File: config.mk
export PLATFORM = sky130hd
export DESIGN_NAME = mbist_march_ctrl
export DESIGN_NICKNAME = d
export VERILOG_FILES = /design/src/rtl/mbist_pkg.sv /design/src/rtl/mbist_addr_gen.sv /design/src/rtl/mbist_march_ctrl.sv
export SDC_FILE = /design/constraint.sdc
export NUM_CORES = 1
export LEC_CHECK = 0
export CORE_UTILIZATION = 50
export DETAILED_ROUTE_END_ITERATION = 10
export PLACE_DENSITY = 0.84
export SYNTH_ARGS = -nofsm -noshare
export SYNTH_HDL_FRONTEND = slang
export SYNTH_SLANG_ARGS = --single-unit
File: constraint.sdc
create_clock -name clk -period 6.58 [get_ports clk]
set_clock_uncertainty 0.15 [all_clocks]
set_input_delay 1.316 -clock clk [delete_from_list [all_inputs] [get_ports clk]]
set_output_delay 1.316 -clock clk [all_outputs]
set_load 0.005 [all_outputs]
File: src/rtl/mbist_pkg.sv
// Shared types and March C- element table for the SRAM built-in self-test controller.
package mbist_pkg;

   typedef enum logic [1:0] {
      ST_IDLE,
      ST_RUN,
      ST_DONE
   } state_t;

   typedef logic [2:0] elem_t;

   localparam elem_t LAST_ELEM = 3'd5;
   localparam int    NUM_OPS   = 40;

   // March C-: E0 up(w0) E1 up(r0,w1) E2 up(r1,w0) E3 down(r0,w1) E4 down(r1,w0) E5 up(r0)
   function automatic logic elem_down(elem_t e);
      return (e == 3'd3) || (e == 3'd4);
   endfunction

   function automatic logic elem_has_read(elem_t e);
      return e != 3'd0;
   endfunction

   function automatic logic elem_has_write(elem_t e);
      return e != 3'd5;
   endfunction

   function automatic logic elem_read_val(elem_t e);
      return (e == 3'd2) || (e == 3'd4);
   endfunction

   function automatic logic elem_write_val(elem_t e);
      return (e == 3'd1) || (e == 3'd3);
   endfunction

   function automatic logic [3:0] elem_op_count(elem_t e);
      return (elem_has_read(e) && elem_has_write(e)) ? 4'd8 : 4'd4;
   endfunction

endpackage

File: src/rtl/mbist_addr_gen.sv
// Up/down word address counter for the March sequencer, with load, step and last-address flag.
module mbist_addr_gen #(
   parameter int ADDR_W = 2
) (
   input  logic              clk,
   input  logic              rst,
   input  logic              load,
   input  logic [ADDR_W-1:0] load_val,
   input  logic              step,
   input  logic              down,
   output logic [ADDR_W-1:0] addr,
   output logic              is_last
);

   always_ff @(posedge clk or posedge rst) begin
      if (rst) begin
         addr <= '0;
      end else if (load) begin
         addr <= load_val;
      end else if (step) begin
         addr <= down ? addr - 1'b1 : addr + 1'b1;
      end
   end

   assign is_last = down ? (addr == '0) : (addr == '1);

endmodule

File: src/rtl/mbist_march_ctrl.sv
// March C- BIST controller: sequences the six elements over the SRAM, compares reads and records results.
module mbist_march_ctrl
   import mbist_pkg::*;
#(
   parameter int ADDR_W       = 2,
   parameter int DATA_W       = 4,
   parameter bit STOP_ON_FAIL = 1'b0
) (
   input  logic              clk,
   input  logic              rst,
   input  logic              start,
   input  logic [DATA_W-1:0] mem_dout,
   output logic [DATA_W-1:0] mem_din,
   output logic [ADDR_W-1:0] mem_addr,
   output logic              mem_we,
   output logic              busy,
   output logic              done,
   output logic              fail,
   output logic [2:0]        fail_elem,
   output logic [ADDR_W-1:0] fail_addr,
   output logic [DATA_W-1:0] fail_data,
   output logic [4:0]        err_count
);

   state_t            state;
   elem_t             elem;
   logic              phase;
   logic              addr_last;
   logic              cur_is_read;
   logic              last_op_here;
   logic              mismatch;
   logic              abort;
   logic              finish;
   elem_t             next_elem;
   logic              next_phase;
   logic              next_we;
   logic [DATA_W-1:0] next_din;
   logic              gen_load;
   logic [ADDR_W-1:0] gen_load_val;
   logic              gen_step;

   mbist_addr_gen #(.ADDR_W(ADDR_W)) u_addr_gen (
      .clk      (clk),
      .rst      (rst),
      .load     (gen_load),
      .load_val (gen_load_val),
      .step     (gen_step),
      .down     (elem_down(elem)),
      .addr     (mem_addr),
      .is_last  (addr_last)
   );

   // phase 0 is the read of a read-then-write element; single-op elements only use phase 0
   assign cur_is_read  = elem_has_read(elem) && !phase;
   assign last_op_here = phase || !(elem_has_read(elem) && elem_has_write(elem));
   assign mismatch     = (state == ST_RUN) && cur_is_read &&
                         (mem_dout != {DATA_W{elem_read_val(elem)}});
   assign abort        = mismatch && STOP_ON_FAIL;
   assign finish       = last_op_here && addr_last && (elem == LAST_ELEM);

   // The address counter is parked at 0 whenever the next cycle is not a March op
   always_comb begin
      next_elem    = elem;
      next_phase   = 1'b0;
      gen_load     = 1'b1;
      gen_load_val = '0;
      gen_step     = 1'b0;
      if (state == ST_RUN && !abort && !finish) begin
         gen_load = 1'b0;
         if (!last_op_here) begin
            next_phase = 1'b1;
         end else if (!addr_last) begin
            gen_step = 1'b1;
         end else begin
            next_elem    = elem + 3'd1;
            gen_load     = 1'b1;
            gen_load_val = elem_down(next_elem) ? '1 : '0;
         end
      end
      next_we  = !(elem_has_read(next_elem) && !next_phase);
      next_din = next_we ? {DATA_W{elem_write_val(next_elem)}} : '0;
   end

   always_ff @(posedge clk or posedge rst) begin
      if (rst) begin
         state     <= ST_IDLE;
         elem      <= '0;
         phase     <= 1'b0;
         mem_we    <= 1'b0;
         mem_din   <= '0;
         busy      <= 1'b0;
         done      <= 1'b0;
         fail      <= 1'b0;
         fail_elem <= '0;
         fail_addr <= '0;
         fail_data <= '0;
         err_count <= '0;
      end else begin
         case (state)
            ST_IDLE, ST_DONE: begin
               if (start) begin
                  state     <= ST_RUN;
                  elem      <= '0;
                  phase     <= 1'b0;
                  mem_we    <= !elem_has_read('0);
                  mem_din   <= {DATA_W{elem_write_val('0)}};
                  busy      <= 1'b1;
                  done      <= 1'b0;
                  fail      <= 1'b0;
                  fail_elem <= '0;
                  fail_addr <= '0;
                  fail_data <= '0;
                  err_count <= '0;
               end
            end
            ST_RUN: begin
               if (mismatch) begin
                  if (err_count != 5'd31) begin
                     err_count <= err_count + 5'd1;
                  end
                  fail <= 1'b1;
                  if (!fail) begin
                     fail_elem <= elem;
                     fail_addr <= mem_addr;
                     fail_data <= mem_dout;
                  end
               end
               if (finish || abort) begin
                  state   <= ST_DONE;
                  busy    <= 1'b0;
                  done    <= 1'b1;
                  mem_we  <= 1'b0;
                  mem_din <= '0;
               end else begin
                  elem    <= next_elem;
                  phase   <= next_phase;
                  mem_we  <= next_we;
                  mem_din <= next_din;
               end
            end
            default: state <= ST_IDLE;
         endcase
      end
   end

endmodule
==> flow_summary.toml, run 1 <==
[run_status]
status = "complete, but fails checks"
violations = "DRC"

[worst_setup_path]
cp_data_arrival_time_ns = 3.35
cp.required_ns = 6.67
worstSetupEndpointType = "flip-flop"
cp-endpoint = "err_count[0]$_DFFE_PP0P_"
critPathKind = "in -> reg"
reg2regPathDepth = 7
r2r_end = "elem[2]$_DFFE_PP0P_"
crit_start = "mem_dout[1]"
worstPathMaxFanout = 7
r2r_start = "elem[0]$_DFFE_PP0P_"
r2r_slack_ns = 3.83
cp-start-kind = "input pin"

[synthesis]
yosysTopAreaCell = "dfrtp_1"
synth-seq-cells = 27
yosys_warnings = 0
synthFlopType = "dfrtp_1"
syn_avg_cell_area_sq_um = 10.18
synth_top_area_frac = 0.4365
syn_nets = 166
synth-edff-count = 0
async_flop_share = 1.000
syn-cell-area_sq_um = 1548
synth_cells = 152
synthTopCellsByArea = "dfrtp_1 (44%), ha_1 (5.7%), a22o_1 (4.5%)"
ys_seq_area_frac = 0.4365
ys_types = 51

[routing]
ant_nets = 0
drc_errors = 3
wl_mm = 3.263
vias_per_cell = 5.895
drt_iter0_drc = 64
wl_per_cell_microns = 15.61
vias = 1232
first_pass_iters = 7

[placement]
port_buffers = 30
dp_hpwl_mm = 2.354
routabilityCongestion = 0.8411

[sta]
finalCritPeriodShare = 0.4969
relSlewSlack = 0.3272
fmax_mhz = 305.8
setup_viol = 0
setup-tns-final_ns = 0
hold_viol_final = 0
slew_violations = 0
worst_pin_slew_ns = 1.008
post-route-min-period_ns = 3.270
rsz0062_at_grt = "no"
timing.hold.ws_ns = 0.3503

[global_routing]
antenna_found_initial = 0
grt-ovfl-total = 0
grt_pass1_wl_mm = 5.540
grt_pass1_vias = 1209
grt_max_degree = 28
grt_use_total = 0.2182

[clock_tree]
postCtsHoldBufs = 0
postCtsSetupBuffers = 0
postCtsResizedCells = 0
numCtsBuffers = 3
cts_tree = "built"
path_clk_slew_ns = 0.16
cts_max_level = 1
ctsRootBufferMaster = "clkbuf_4"
clockBufferDepth = 2
clkSinkCount = 27
insertion_delay_ns = 0.33

[die]
core_sq_um = 2853
initial_core_util = 0.5425
die_h_microns = 57.64
row_count = 19
io-pin-count = 31
dieArea_sq_um = 3322
die_w_microns = 57.64

[hold_path]
hold_class = "reg -> reg"
hold_depth = 2

[cells_and_area]
num-fill-cells = 232
drive_gt1_frac = 0.08989
diodes = 0
final_cell_mix = "clkdlybuf4s50_1 (30), dfrtp_1 (27), nand2_1 (16), nor2_1 (10)"
final_nets = 193
final_common_cell = "clkdlybuf4s50_1"
area_delta_synth_final_pct = 20.86

[run]
cap_violations = 0

[pwr]
powerDensity_nw_per_um2 = 460.0
vdd_drop_max_mv = 0.1727
power_uw = 860.4
power_leakage_uw = 0.0008316
==> where the power goes <==
part | internal (uW) | switching, uW
Sequential | 232 | 66.9
Combinational | 259 | 228
Clock | 23.3 | 51.8
Total | 514 | 347
==> synth_stat cells (2+ instances only) <==
cell type and count:
dfrtp_1 27, nand2_1 16, nor2_1 10, a22o_1 8, inv_1 8, ha_1 7, mux2i_1 7, nand2b_1 6
o21ai_0 6, a21oi_1 4, clkbuf_1 4, buf_4 3, nor2b_1 3, o211ai_1 3, o31ai_1 3, and3_1 2
==> routing by layer <==
layer	up-vias	GRT usage	share of wire
met5	-	0	0
met4	0	0.06620	0.0046
met3	2	0.03125	0.049
met2	37	0.3837	0.52
met1	603	0.2788	0.43
li1	590	-	-
==> state kept, by name, indices dropped and copies added, names as in the netlist <==
signal	count
state	2
fail_addr	2
mem_we	1
fail_data	4
busy	1
mem_din	1
phase	1
elem	3
err_count	5
done	1
u_addr_gen.addr	2
fail_elem	3
fail	1
==> worst min path at each step <==
stage,start,end,slack (ns)
6_report,busy$_DFFE_PP0P_,busy$_DFFE_PP0P_,0.35
4_1_cts,busy$_DFFE_PP0P_,busy$_DFFE_PP0P_,0.35
3_3_place_gp,busy$_DFFE_PP0P_,busy$_DFFE_PP0P_,0.31
3_5_place_dp,busy$_DFFE_PP0P_,busy$_DFFE_PP0P_,0.32
2_1_floorplan,busy$_DFFE_PP0P_,busy$_DFFE_PP0P_,0.32
5_1_grt,done$_DFFE_PP0P_,done$_DFFE_PP0P_,0.39
==> area by class of cell <==
type	count	area [sq um]	share of cell area
multi-input combinational	108	788.3	0.4214
sequential	27	675.6	0.3612
timing repair buffer	31	307.8	0.1645
tap	31	38.79	0.02074
inverter	8	30.03	0.01605
clock buffer	3	22.52	0.01204
clock inverter	1	7.507	0.004013
==> critical path, stage by stage <==
cell,delay [ns]
clkdlybuf4s50_1,0.44
or4_1,0.54
mux2i_1,0.27
a2111oi_4,0.12
o21ai_1,0.31
mux2_1,0.35
==> metrics by stage <==
stage,instance area [sq um],std cells,setup WS (ns),utilization
6_report,1871,209,3.310,0.6557
5_1_grt,1871,209,3.237,0.6557
4_1_cts,1871,209,3.316,0.6557
3_5_place_dp,1841,205,2.978,0.6452
2_1_floorplan,1548,152,3.570,-
3_3_place_gp,1841,205,3.062,0.6452
==> cell families (layout without fill, tap and decap cells) <==
group,count (synthesis),in the layout,share of synthesized area
AO/OA/AOI/OAI,38,38,0.1956
adder cells (fa/ha/maj),8,8,0.06305
buffers and inverters,17,43,0.05416
flip-flops,27,27,0.4365
multiplexers,11,11,0.07841
AND/OR/NAND/NOR,51,51,0.1722
Power figures use the tool's default switching activity.
==> inputs of run 2 (changes only) <==
--- a/config.mk
+++ b/config.mk
@@ -5,9 +5,9 @@
 export SDC_FILE = /design/constraint.sdc
 export NUM_CORES = 1
 export LEC_CHECK = 0
-export CORE_UTILIZATION = 50
+export CORE_UTILIZATION = 46
 export DETAILED_ROUTE_END_ITERATION = 10
-export PLACE_DENSITY = 0.84
+export PLACE_DENSITY = 0.81
 export SYNTH_ARGS = -nofsm -noshare
 export SYNTH_HDL_FRONTEND = slang
 export SYNTH_SLANG_ARGS = --single-unit
==> constraint.sdc (replaced) <==
create_clock -name clk -period 2.7 [get_ports clk]
set_clock_uncertainty 0.15 [all_clocks]
set_input_delay 0.54 -clock clk [delete_from_list [all_inputs] [get_ports clk]]
set_output_delay 0.54 -clock clk [all_outputs]
set_load 0.005 [all_outputs]
==> flow_summary.toml, run 2 (synthesis gave the netlist of run 1 again) <==
[run_status]
status = "finished, final reports clean"

[sta]
setup_viol = 0
hold_viol_final = 0
relSlewSlack = 0.5912
post-route-min-period_ns = 2.532
finalCritPeriodShare = 0.9377
fmax_mhz = 395.0
worst_pin_slew_ns = 0.6120
rsz0062_at_grt = "no"
timing.hold.ws_ns = 0.3503
slew_violations = 0

[global_routing]
grt_max_degree = 28
antenna_found_initial = 0
grt_pass1_vias = 1257
grt_use_total = 0.2066
grt-ovfl-total = 0
grt_pass1_wl_mm = 5.575

[hold_path]
hold_class = "reg -> reg"
min_to = "busy$_DFFE_PP0P_"
min_from = "busy$_DFFE_PP0P_"
hold_depth = 2

[cells_and_area]
fin_cells = 232
finalInstanceArea_sq_um = 1958
num-fill-cells = 251
fin_util = 0.6260
final_common_cell = "clkdlybuf4s50_1"
drive_gt1_frac = 0.1330
diodes = 0
final_nets = 203
final_cell_mix = "clkdlybuf4s50_1 (30), dfrtp_1 (27), nand2_1 (16), buf_4 (11), nor2_1 (10)"
area_delta_synth_final_pct = 26.52
top_regs = "err_count x5, fail_data x4"
largest_register_ffs = 5
regMostFlops = "err_count"

[die]
initial_core_util = 0.4948
core_sq_um = 3128
row_count = 20
die_h_microns = 60.01
dieArea_sq_um = 3601
die_w_microns = 60.01
io-pin-count = 31

[worst_setup_path]
r2r_slack_ns = 0.17
cp_data_arrival_time_ns = 2.61
crit_slowest_cell = "or4_4"
reg2regPathDepth = 7
cp.required_ns = 2.78
cp_num_buf_inv = 1
path_cells = "inv_1 -> ha_1 -> mux2_4 -> mux2i_2 -> or4_4 -> and2_4 -> mux2_2"
critPathTopFamily = "multiplexers"
worstPathMaxFanout = 5
cp-start-kind = "flip-flop"
max_stage_delay_ns = 0.54
r2r_start = "elem[1]$_DFFE_PP0P_"
worstSetupEndpointType = "flip-flop"
critPathKind = "reg -> reg"
r2r_end = "elem[2]$_DFFE_PP0P_"

[clock_tree]
path_clk_slew_ns = 0.14
ctsRootBufferMaster = "clkbuf_4"
postCtsSetupBuffers = 0
postCtsHoldBufs = 0
numCtsBuffers = 3
cts_tree = "built"
insertion_delay_ns = 0.33
postCtsResizedCells = 0
clockBufferDepth = 2
cts_max_level = 1
clkSinkCount = 27

[routing]
drc_errors = 0
first_pass_iters = 4
ant_nets = 0
vias_per_cell = 5.552
drt_iter0_drc = 56
wl_mm = 3.398
wl_per_cell_microns = 14.65
vias = 1288

[placement]
place_area_sq_um = 1932
routabilityCongestion = 0.8823
port_buffers = 30
dp.cells = 228
dp_hpwl_mm = 2.610

[run]
cap_violations = 0

[pwr]
power_leakage_uw = 0.0008805
powerDensity_nw_per_um2 = 1112
vdd_drop_max_mv = 0.4021
==> run 2: worst max-delay path by stage <==
| stage | start | to | slack, ns | cells after the start |
|---|---|---|---|---|
| 2_1_floorplan | elem[0]$_DFFE_PP0P_ | elem[2]$_DFFE_PP0P_ | 0.19 | 7 |
| 3_3_place_gp | mem_dout[1] | err_count[0]$_DFFE_PP0P_ | 0.06 | 6 |
| 3_5_place_dp | mem_dout[1] | err_count[0]$_DFFE_PP0P_ | -0.04 | 6 |
| 4_1_cts | elem[1]$_DFFE_PP0P_ | elem[2]$_DFFE_PP0P_ | 0.19 | 7 |
| 5_1_grt | elem[1]$_DFFE_PP0P_ | fail_data[3]$_DFFE_PP0P_ | 0.07 | 7 |
| 6_report | elem[1]$_DFFE_PP0P_ | elem[2]$_DFFE_PP0P_ | 0.17 | 7 |
==> run 2: final cells by class <==
| cell class | count | area, sq um | area share |
|---|---|---|---|
| clock buffers | 4 | 26.28 | 0.01342 |
| repair buffers | 41 | 382.9 | 0.1955 |
| inverters | 8 | 30.03 | 0.01534 |
| multi-input cells | 108 | 788.3 | 0.4026 |
| flip-flops and latches | 27 | 675.6 | 0.3450 |
| well taps | 44 | 55.05 | 0.02811 |
==> run 2: report_power, final <==
part | switching, uW | internal, uW | leakage, uW
combinational | 578 | 694 | 0.000524
clock | 118 | 58.0 | 0.0000150
sequential | 165 | 565 | 0.000342
total | 860 | 1320 | 0.000881
==> run 2: per-stage QoR <==
step | power [uW] | TNS (ns) | setup WS (ns)
after global placement | 1946 | 0 | 0.06466
after floorplan | 1497 | 0 | 0.1913
after detailed placement | 2008 | -0.09170 | -0.03792
after global routing | 2350 | 0 | 0.07238
after CTS | 2189 | 0 | 0.1922
final | 2177 | 0 | 0.1682
==> run 2: metal layers <==
metal,up-vias,global-route usage,part of all wire
met1,624,0.2545,0.44
met4,0,0.09635,0.017
met2,44,0.3524,0.50
met3,6,0.03247,0.044
met5,-,0,0
li1,614,-,-
==> run 2: worst min-delay path: stages (launching register included) <==
cell     delay (ns)
dfrtp_1        0.37
nand2_1        0.05
nand2_1        0.06
